File: src/rtl/conv_encoder_r4_pkg.sv
// Shared trellis constants for the radix-4 convolutional encoder and its Viterbi decoder.
// The FSM enum is also reused by the decoder controller.
package conv_encoder_r4_pkg;

    localparam int STATE_W  = 8;
    localparam int SYM_W    = 2;
    localparam int RADIX    = 1 << SYM_W;
    localparam int CW_W     = 4;
    localparam int LEN_W    = 9;
    localparam int TAIL_SYM = STATE_W / SYM_W;
    localparam int WIN_W    = STATE_W + SYM_W;

    // Entry k produces cw[k]; entry 0 sits in the low bits.
    localparam logic [CW_W-1:0][WIN_W-1:0] GEN = {
        10'b0101010111,
        10'b1010101011,
        10'b0000000010,
        10'b0000000001
    };

    typedef enum logic [1:0] {
        IDLE = 2'd0,
        DATA = 2'd1,
        TAIL = 2'd2
    } enc_fsm_e;

    typedef struct packed {
        logic            vld;
        logic            last;
        logic [CW_W-1:0] cw;
    } cw_slot_t;

endpackage

File: src/rtl/conv_encoder_r4_cw_gen.sv
// Combinational trellis step: (cur_st, sym) -> (nxt_st, cw). Shared with the decoder's
// branch-metric unit so the trellis is defined in one place.
module conv_cw_gen
    import conv_encoder_r4_pkg::*;
(
    input  logic [STATE_W-1:0] cur_st,
    input  logic [SYM_W-1:0]   sym,
    output logic [STATE_W-1:0] nxt_st,
    output logic [CW_W-1:0]    cw
);

    logic [SYM_W-1:0] sym_rev;
    logic [WIN_W-1:0] win;

    // Symbol bits enter the state reversed to match the decoder's {i[0],i[1]} indexing.
    for (genvar i = 0; i < SYM_W; i++) begin : g_rev
        assign sym_rev[i] = sym[SYM_W-1-i];
    end

    assign nxt_st = {cur_st[STATE_W-SYM_W-1:0], sym_rev};
    assign win    = {cur_st[STATE_W-1 -: SYM_W], nxt_st};

    for (genvar k = 0; k < CW_W; k++) begin : g_cw
        assign cw[k] = ^(win & GEN[k]);
    end

endmodule

File: src/rtl/conv_encoder_r4.sv
// Frame-based radix-4 convolutional encoder: data symbols followed by TAIL_SYM zero
// symbols so the trellis ends in state 0. Single registered output slot with pass-through.
module conv_encoder_r4
    import conv_encoder_r4_pkg::*;
(
    input  logic             clk,
    input  logic             rst,
    input  logic             en_enc,
    input  logic             i_start,
    input  logic [LEN_W-1:0] i_len,
    input  logic [SYM_W-1:0] i_sym,
    input  logic             i_sym_valid,
    output logic             o_sym_ready,
    output logic [CW_W-1:0]  o_cw,
    output logic             o_cw_valid,
    input  logic             i_cw_ready,
    output logic             o_last,
    output logic             o_busy
);

    enc_fsm_e           fsm_q, fsm_d;
    logic [STATE_W-1:0] st_q, st_d;
    logic [LEN_W-1:0]   cnt_q, cnt_d;
    cw_slot_t           slot_q, slot_d;

    logic               slot_free;
    logic               sym_acc;
    logic [SYM_W-1:0]   gen_sym;
    logic [STATE_W-1:0] gen_nxt;
    logic [CW_W-1:0]    gen_cw;

    assign slot_free   = !slot_q.vld || i_cw_ready;
    assign o_sym_ready = (fsm_q == DATA) && en_enc && slot_free;
    assign sym_acc     = o_sym_ready && i_sym_valid;
    assign gen_sym     = (fsm_q == DATA) ? i_sym : '0;

    conv_cw_gen u_cw_gen (
        .cur_st (st_q),
        .sym    (gen_sym),
        .nxt_st (gen_nxt),
        .cw     (gen_cw)
    );

    always_comb begin
        fsm_d       = fsm_q;
        st_d        = st_q;
        cnt_d       = cnt_q;
        slot_d      = slot_q;
        // A downstream handshake drains the slot even while en_enc is low.
        slot_d.vld  = slot_q.vld && !i_cw_ready;
        slot_d.last = slot_q.last && !i_cw_ready;
        case (fsm_q)
            IDLE: begin
                if (en_enc && i_start) begin
                    if (i_len != '0) begin
                        fsm_d = DATA;
                        cnt_d = i_len;
                    end else begin
                        fsm_d = TAIL;
                        cnt_d = LEN_W'(TAIL_SYM);
                    end
                end
            end
            DATA: begin
                if (sym_acc) begin
                    st_d        = gen_nxt;
                    slot_d.cw   = gen_cw;
                    slot_d.vld  = 1'b1;
                    slot_d.last = 1'b0;
                    cnt_d       = cnt_q - 1'b1;
                    if (cnt_q == LEN_W'(1)) begin
                        fsm_d = TAIL;
                        cnt_d = LEN_W'(TAIL_SYM);
                    end
                end
            end
            TAIL: begin
                if (en_enc && slot_free) begin
                    st_d        = gen_nxt;
                    slot_d.cw   = gen_cw;
                    slot_d.vld  = 1'b1;
                    slot_d.last = (cnt_q == LEN_W'(1));
                    cnt_d       = cnt_q - 1'b1;
                    if (cnt_q == LEN_W'(1)) fsm_d = IDLE;
                end
            end
            default: fsm_d = IDLE;
        endcase
    end

    always_ff @(posedge clk or negedge rst) begin
        if (!rst) begin
            fsm_q  <= IDLE;
            st_q   <= '0;
            cnt_q  <= '0;
            slot_q <= '0;
        end else begin
            fsm_q  <= fsm_d;
            st_q   <= st_d;
            cnt_q  <= cnt_d;
            slot_q <= slot_d;
        end
    end

    assign o_cw       = slot_q.cw;
    assign o_cw_valid = slot_q.vld;
    assign o_last     = slot_q.last;
    assign o_busy     = (fsm_q != IDLE);

endmodule
File: config.mk
export PLATFORM = sky130hd
export DESIGN_NAME = conv_encoder_r4
export DESIGN_NICKNAME = d
export VERILOG_FILES = /design/src/rtl/conv_encoder_r4_pkg.sv /design/src/rtl/conv_encoder_r4_cw_gen.sv /design/src/rtl/conv_encoder_r4.sv
export SDC_FILE = /design/constraint.sdc
export NUM_CORES = 1
export LEC_CHECK = 0
export CAP_MARGIN = 10
export CORE_UTILIZATION = 52
export DETAILED_ROUTE_END_ITERATION = 16
export DONT_BUFFER_PORTS = 1
export PLACE_DENSITY = 0.67
export SLEW_MARGIN = 0
export SYNTH_ARGS = -nofsm -noshare
export SYNTH_HDL_FRONTEND = slang
export SYNTH_HIERARCHICAL = 1
export SYNTH_SLANG_ARGS = --single-unit
export TNS_END_PERCENT = 1
File: constraint.sdc
create_clock -name clk -period 2.25 [get_ports clk]
set_clock_uncertainty 0.15 [all_clocks]
set_input_delay 0.225 -clock clk [delete_from_list [all_inputs] [get_ports clk]]
set_output_delay 0.225 -clock clk [all_outputs]
set_load 0.01 [all_outputs]
Word level (Yosys, flattened, before mapping)
Index checks and enable logic that the tools add are counted.

word-level totals
  register bits = 25
  bits in latches = 0
  bits in writable memories = 0
  bits in read-only memories = 0
  bits of input ports = 17
  output and inout port bits = 8
  memories = 0

operators by class
  add/sub/neg operators = 1
  multipliers = 0
  div/mod/pow operators = 0
  $lt $le $gt $ge = 0
  equal/unequal tests = 8
  shift-type cells = 0
  multiplexer cells = 20
  bitwise logic cells = 0
  reductions and logical operators = 22

operators by type and width
  operator               count
  $mux W9                5
  $reduce_xor A10 Y1     4
  $pmux W9 S3            1
  $mux W8                2
  $pmux W8 S2            1
  $mux W2                7
  $mux W6                2
  $pmux W6 S2            1
  $eq A9 B1 Y1 const B   1
  $reduce_bool A9 Y1     1
  $sub A9 B1 Y9 const B  1
  $ne A2 B2 Y1 const B   4
  $logic_and A1 B1 Y1    7
  $pmux W2 S3            1
  $reduce_and A5 Y1      1
  $reduce_and A4 Y1      1
  $reduce_bool A2 Y1     2
  $reduce_and A3 Y1      1
  $reduce_bool A3 Y1     1
  $eq A2 B1 Y1 const B   1
  $eq A2 B2 Y1 const B   1
  $logic_not A1 Y1       2
  $logic_not A2 Y1       1
  $ne A2 B1 Y1 const B   1
  $logic_or A1 B1 Y1     1

Depth between registers and ports, before layout
  depth after elaboration = 6
  gate-level depth with buffers = 9
  mapped depth without buffers = 7

By module
Netlist, hierarchy kept.

by module, submodules not included
  module           instances  cells an instance  area an instance (sq um)
  conv_encoder_r4  1          156                1,483.9
  conv_cw_gen      1          17                 163.9

Worst setup path before layout
Ideal clock, no wire load.

  path type = flip-flop to flip-flop
  from = register fsm_q[1]
  to = register st_q[5]
  arrival time = 1,764 ps
  data required time = 1,975 ps
  slack = 211 ps
  stages on the path, launching flop included = 8
  cell sequence = dfrtp_1 -> inv_1 -> ha_1 -> buf_4 -> mux2_2 -> nand2_1 -> buf_2 -> mux2_2

between the ends
  cells in the longest elaborated chain, start to end = 6

RTL lines
  element                             line                                          RTL
  from (decl)                         conv_encoder_r4.sv:21                         enc_fsm_e fsm_q, fsm_d;
  from (signal assigned)              conv_encoder_r4.sv:98                         fsm_q <= fsm_d;
  $eq A2 B1 Y1                        conv_encoder_r4.sv:33, conv_encoder_r4.sv:52
  $logic_and A1 B1 Y1 (2 in a row)    conv_encoder_r4.sv:33                         assign o_sym_ready = (fsm_q == DATA) && en_enc && slot_free;
  $logic_and A1 B1 Y1                 conv_encoder_r4.sv:34                         assign sym_acc = o_sym_ready && i_sym_valid;
  $ne A2 B2 Y1 (no source line)       --
  $reduce_and A3 Y1 (no source line)  --
  to (signal assigned)                conv_encoder_r4.sv:99                         st_q <= st_d;
  to (decl)                           conv_encoder_r4.sv:22                         logic [STATE_W-1:0] st_q, st_d;

Parallel ways exist; a longest one is shown, timed or not.
A chain may end at the register's enable or synchronous reset.

Worst setup path after layout
  from = register fsm_q[1]
  to = register cnt_q[6]

between the ends
  cells in the longest elaborated chain, start to end = 6

RTL lines
  element                             line                                          RTL
  $eq A2 B1 Y1                        conv_encoder_r4.sv:33, conv_encoder_r4.sv:52
  $logic_and A1 B1 Y1 (2 in a row)    conv_encoder_r4.sv:33
  $logic_and A1 B1 Y1                 conv_encoder_r4.sv:34
  $ne A2 B2 Y1 (no source line)       --
  $reduce_and A4 Y1 (no source line)  --
  to (signal assigned)                conv_encoder_r4.sv:100                        cnt_q <= cnt_d;
  to (decl)                           conv_encoder_r4.sv:23                         logic [LEN_W-1:0] cnt_q, cnt_d;

Parallel ways exist; a longest one is shown, timed or not.

==> metrics.csv <==
stage;metric;value;unit
setup_path;slowest_stage;dfrtp_1;
logic_synthesis;yosys.area.top_type;dfrtp_1;
grt;grt_pass1_wl;5.658;mm
cts;clk-insertion-delay-late;320;ps
timing;hold_violations;0;
timing;final_max_slew_viol_count;0;
route;route.met3.wl;129;µm
placement;io_buffers;0;
timing;tns;0;ps
power;p_per_area;1504;nW/µm²
placement;placedInstanceArea;1644;µm²
route;drtPass1Iterations;4;
timing;whs;50.46;ps
layout;layout-drive-gt1-share;0.1657;
timing;fmax;479.2;MHz
timing;finalSetupViolations;0;
setup_path;cp-start-kind;register;
logic_synthesis;synth_commonest_cells;dfrtp_1, nand2_1, nor2_1;
grt;grt_max_degree;26;
setup_path;cp_max_fo;17;
route;ant_nets;0;
setup_path;path_delay_family;compound AO/OA/AOI/OAI gates;
logic_synthesis;synth_edf_count;0;
logic_synthesis;synth_top_cell_area_share;0.3797;
setup_path;critPathMaxStageDelay;390;ps
die;dieArea;3398;µm²
placement;dp_slack;166.5;ps
layout;areaGrowthSynthToFinish;9.947;%
placement;placed_cells;208;
cts;cts_resized;0;
route;via_count;1274;
grt;grt_overflow;0;
power;power;2.726;mW
route;drt-total-wl;3.301;mm
setup_path;crit_chain;inv_1 > ha_1 > inv_1 > a31oi_1 > a2111oi_4 > buf_4 > o21ai_2 > a22o_1;
cts;numCtsBuffers;3;
die;fp.dieW;58.30;µm
setup_path;critPathCaptureType;register;
logic_synthesis;ys.flop_type;dfrtp_1;
setup_path;arrival;2170;ps
logic_synthesis;synth.distinct_cells;41;
route;vias_per_cell;5.662;
timing;slew_headroom;0.7197;
logic_synthesis;syn_area_per_cell;9.525;µm²
timing;min_period;2087;ps
cts;cts_tree;yes;
cts;cts_root_buffer;clkbuf_4;
timing;rsz0062_at_grt;no;
route;drcViolationCount;0;
layout;antenna_cells;0;
layout;fillerInstances;261;
logic_synthesis;synth_area_leaders;dfrtp_1, mux2_2, buf_4, nand2_1, ha_1;
route;wl_met1;1.430;mm
timing;layout_setup_ws;163.3;ps
die;start_util;0.5442;
setup_path;required;2330;ps
grt;antenna_found_initial;0;
logic_synthesis;async_flop_share;1.000;
route;wl_met2;1.712;mm
layout;layout.nets;204;
power;peakVddDrop;0.7774;mV
cts;cts_sinks;25;
die;fp.dieH;58.30;µm
logic_synthesis;synth_most_common_cell;dfrtp_1;
logic_synthesis;synth_area;1648;µm²
die;ios;25;
cts;cts_buffer_depth;2;
placement;dp_hpwl;2.332;mm
route;drt_iter0_markers;59;
timing;period_share;0.9274;
min_path;hold_class;primary input to register;
run;maxCapViolations;0;
route;dr.max_layer_used;met4;
cts;clkTransAtPathRegs;150;ps
logic_synthesis;synth_cells;173;
timing;tightest_slew;418.5;ps
setup_path;crit_buf_inv;3;
layout;post-route-util;0.5983;
logic_synthesis;synth-seq-area-share;0.3797;
grt;groute.usage.overall;0.2187;
placement;gp_congestion;0.7661;
cts;htreeDepth;1;
die;placementRows;20;
logic_synthesis;syn_nets;195;
route;avgRoutedWirePerCell;14.67;µm
layout;final_cells;225;
grt;grt_pass1_vias;1302;
logic_synthesis;ys_warn_count;6;
outcome;status;finished, final reports clean;
power;p_leak;0.8217;nW
layout;finish.instance_area;1812;µm²
setup_path;critical_path_class;register to register;
setup_path;path_common_cell;inv_1;
die;core-area;3028;µm²
logic_synthesis;ys_seq_elements;25;
==> sequential cells by signal, indices dropped and copies added, names as in the netlist <==
register,count
o_cw,4
o_cw_valid,1
st_q,8
fsm_q,2
o_last,1
cnt_q,9
==> metal layers <==
layer,up-vias,track usage
met1,635,0.2725
li1,604,-
met5,-,0
met3,4,0.03516
met4,0,0.07143
met2,31,0.3875
==> worst register-to-register path: cells and delay by family (launching register included) <==
kind / cells / cell delay (ps)
AO/OA/AOI/OAI: 4 / 760
buffers and inverters: 3 / 460
flip-flops: 1 / 390
adder cells (fa/ha/maj): 1 / 240
==> report_power, final <==
group	leakage, nW	switching (mW)	internal (mW)	total, mW
clock network	0.0177	0.135	0.0665	0.202
logic	0.477	0.906	0.821	1.73
registers	0.327	0.168	0.629	0.797
==> cell type report <==
class                   instances  area, µm²  area share
flip-flops and latches         25      625.6      0.3453
repair buffers                 21      200.2      0.1105
clock inverters                 1      5.005    0.002762
multi-input cells             121      865.8      0.4779
clock buffers                   3      22.52     0.01243
well taps                      44      55.05     0.03039
inverters                      10      37.54     0.02072
==> kinds of logic (layout without fill, tap and decap cells) <==
kind of cell | Yosys count | in the layout | synth area share
buffers and inverters | 27 | 35 | 0.09492
flip-flops | 25 | 25 | 0.3797
AO/OA/AOI/OAI | 40 | 40 | 0.1906
XOR/XNOR | 8 | 8 | 0.05922
AND/OR/NAND/NOR | 58 | 58 | 0.1701
adder cells (fa/ha/maj) | 5 | 5 | 0.03797
multiplexers | 10 | 10 | 0.06758
==> final timing paths <==
check	start	end	slack, ps	cells after the start
setup / recovery	fsm_q[1]	cnt_q[6]	160	8
hold / removal	i_len[8]	cnt_q[8]	50	3
setup reg to reg	fsm_q[1]	cnt_q[6]	160	8
hold reg to reg	cnt_q[8]	cnt_q[8]	370	1
max in group asynchronous	rst	fsm_q[0]	1610	2
min in group asynchronous	rst	st_q[4]	170	2
==> layout by cell type (no fill, tap or decap), drive strengths merged, types with 2 or more instances in the layout <==
master and count:
clkbuf 3, o21ai 12, o2bb2ai 5, nand2b 3
or2b 2, nor2 15, a21oi 6, dfrtp 25
nor3 4, xnor2 5, and2 4, ha 5
nand3 5, inv 10, xnor3 2, buf 9
dlygate4sd3 12, a31oi 3, nand2 20, a22o 4
nor4 2, mux2 9, a2bb2oi 2
==> what timing repair did <==
item / CTS / global route
buffers inserted: 0 / 0
hold buffers: 13 / 0
endpoints found under the setup margin: 0 / 0
endpoints found under the hold margin: 35 / 0
No activity file was read; power rests on OpenSTA's default activity.
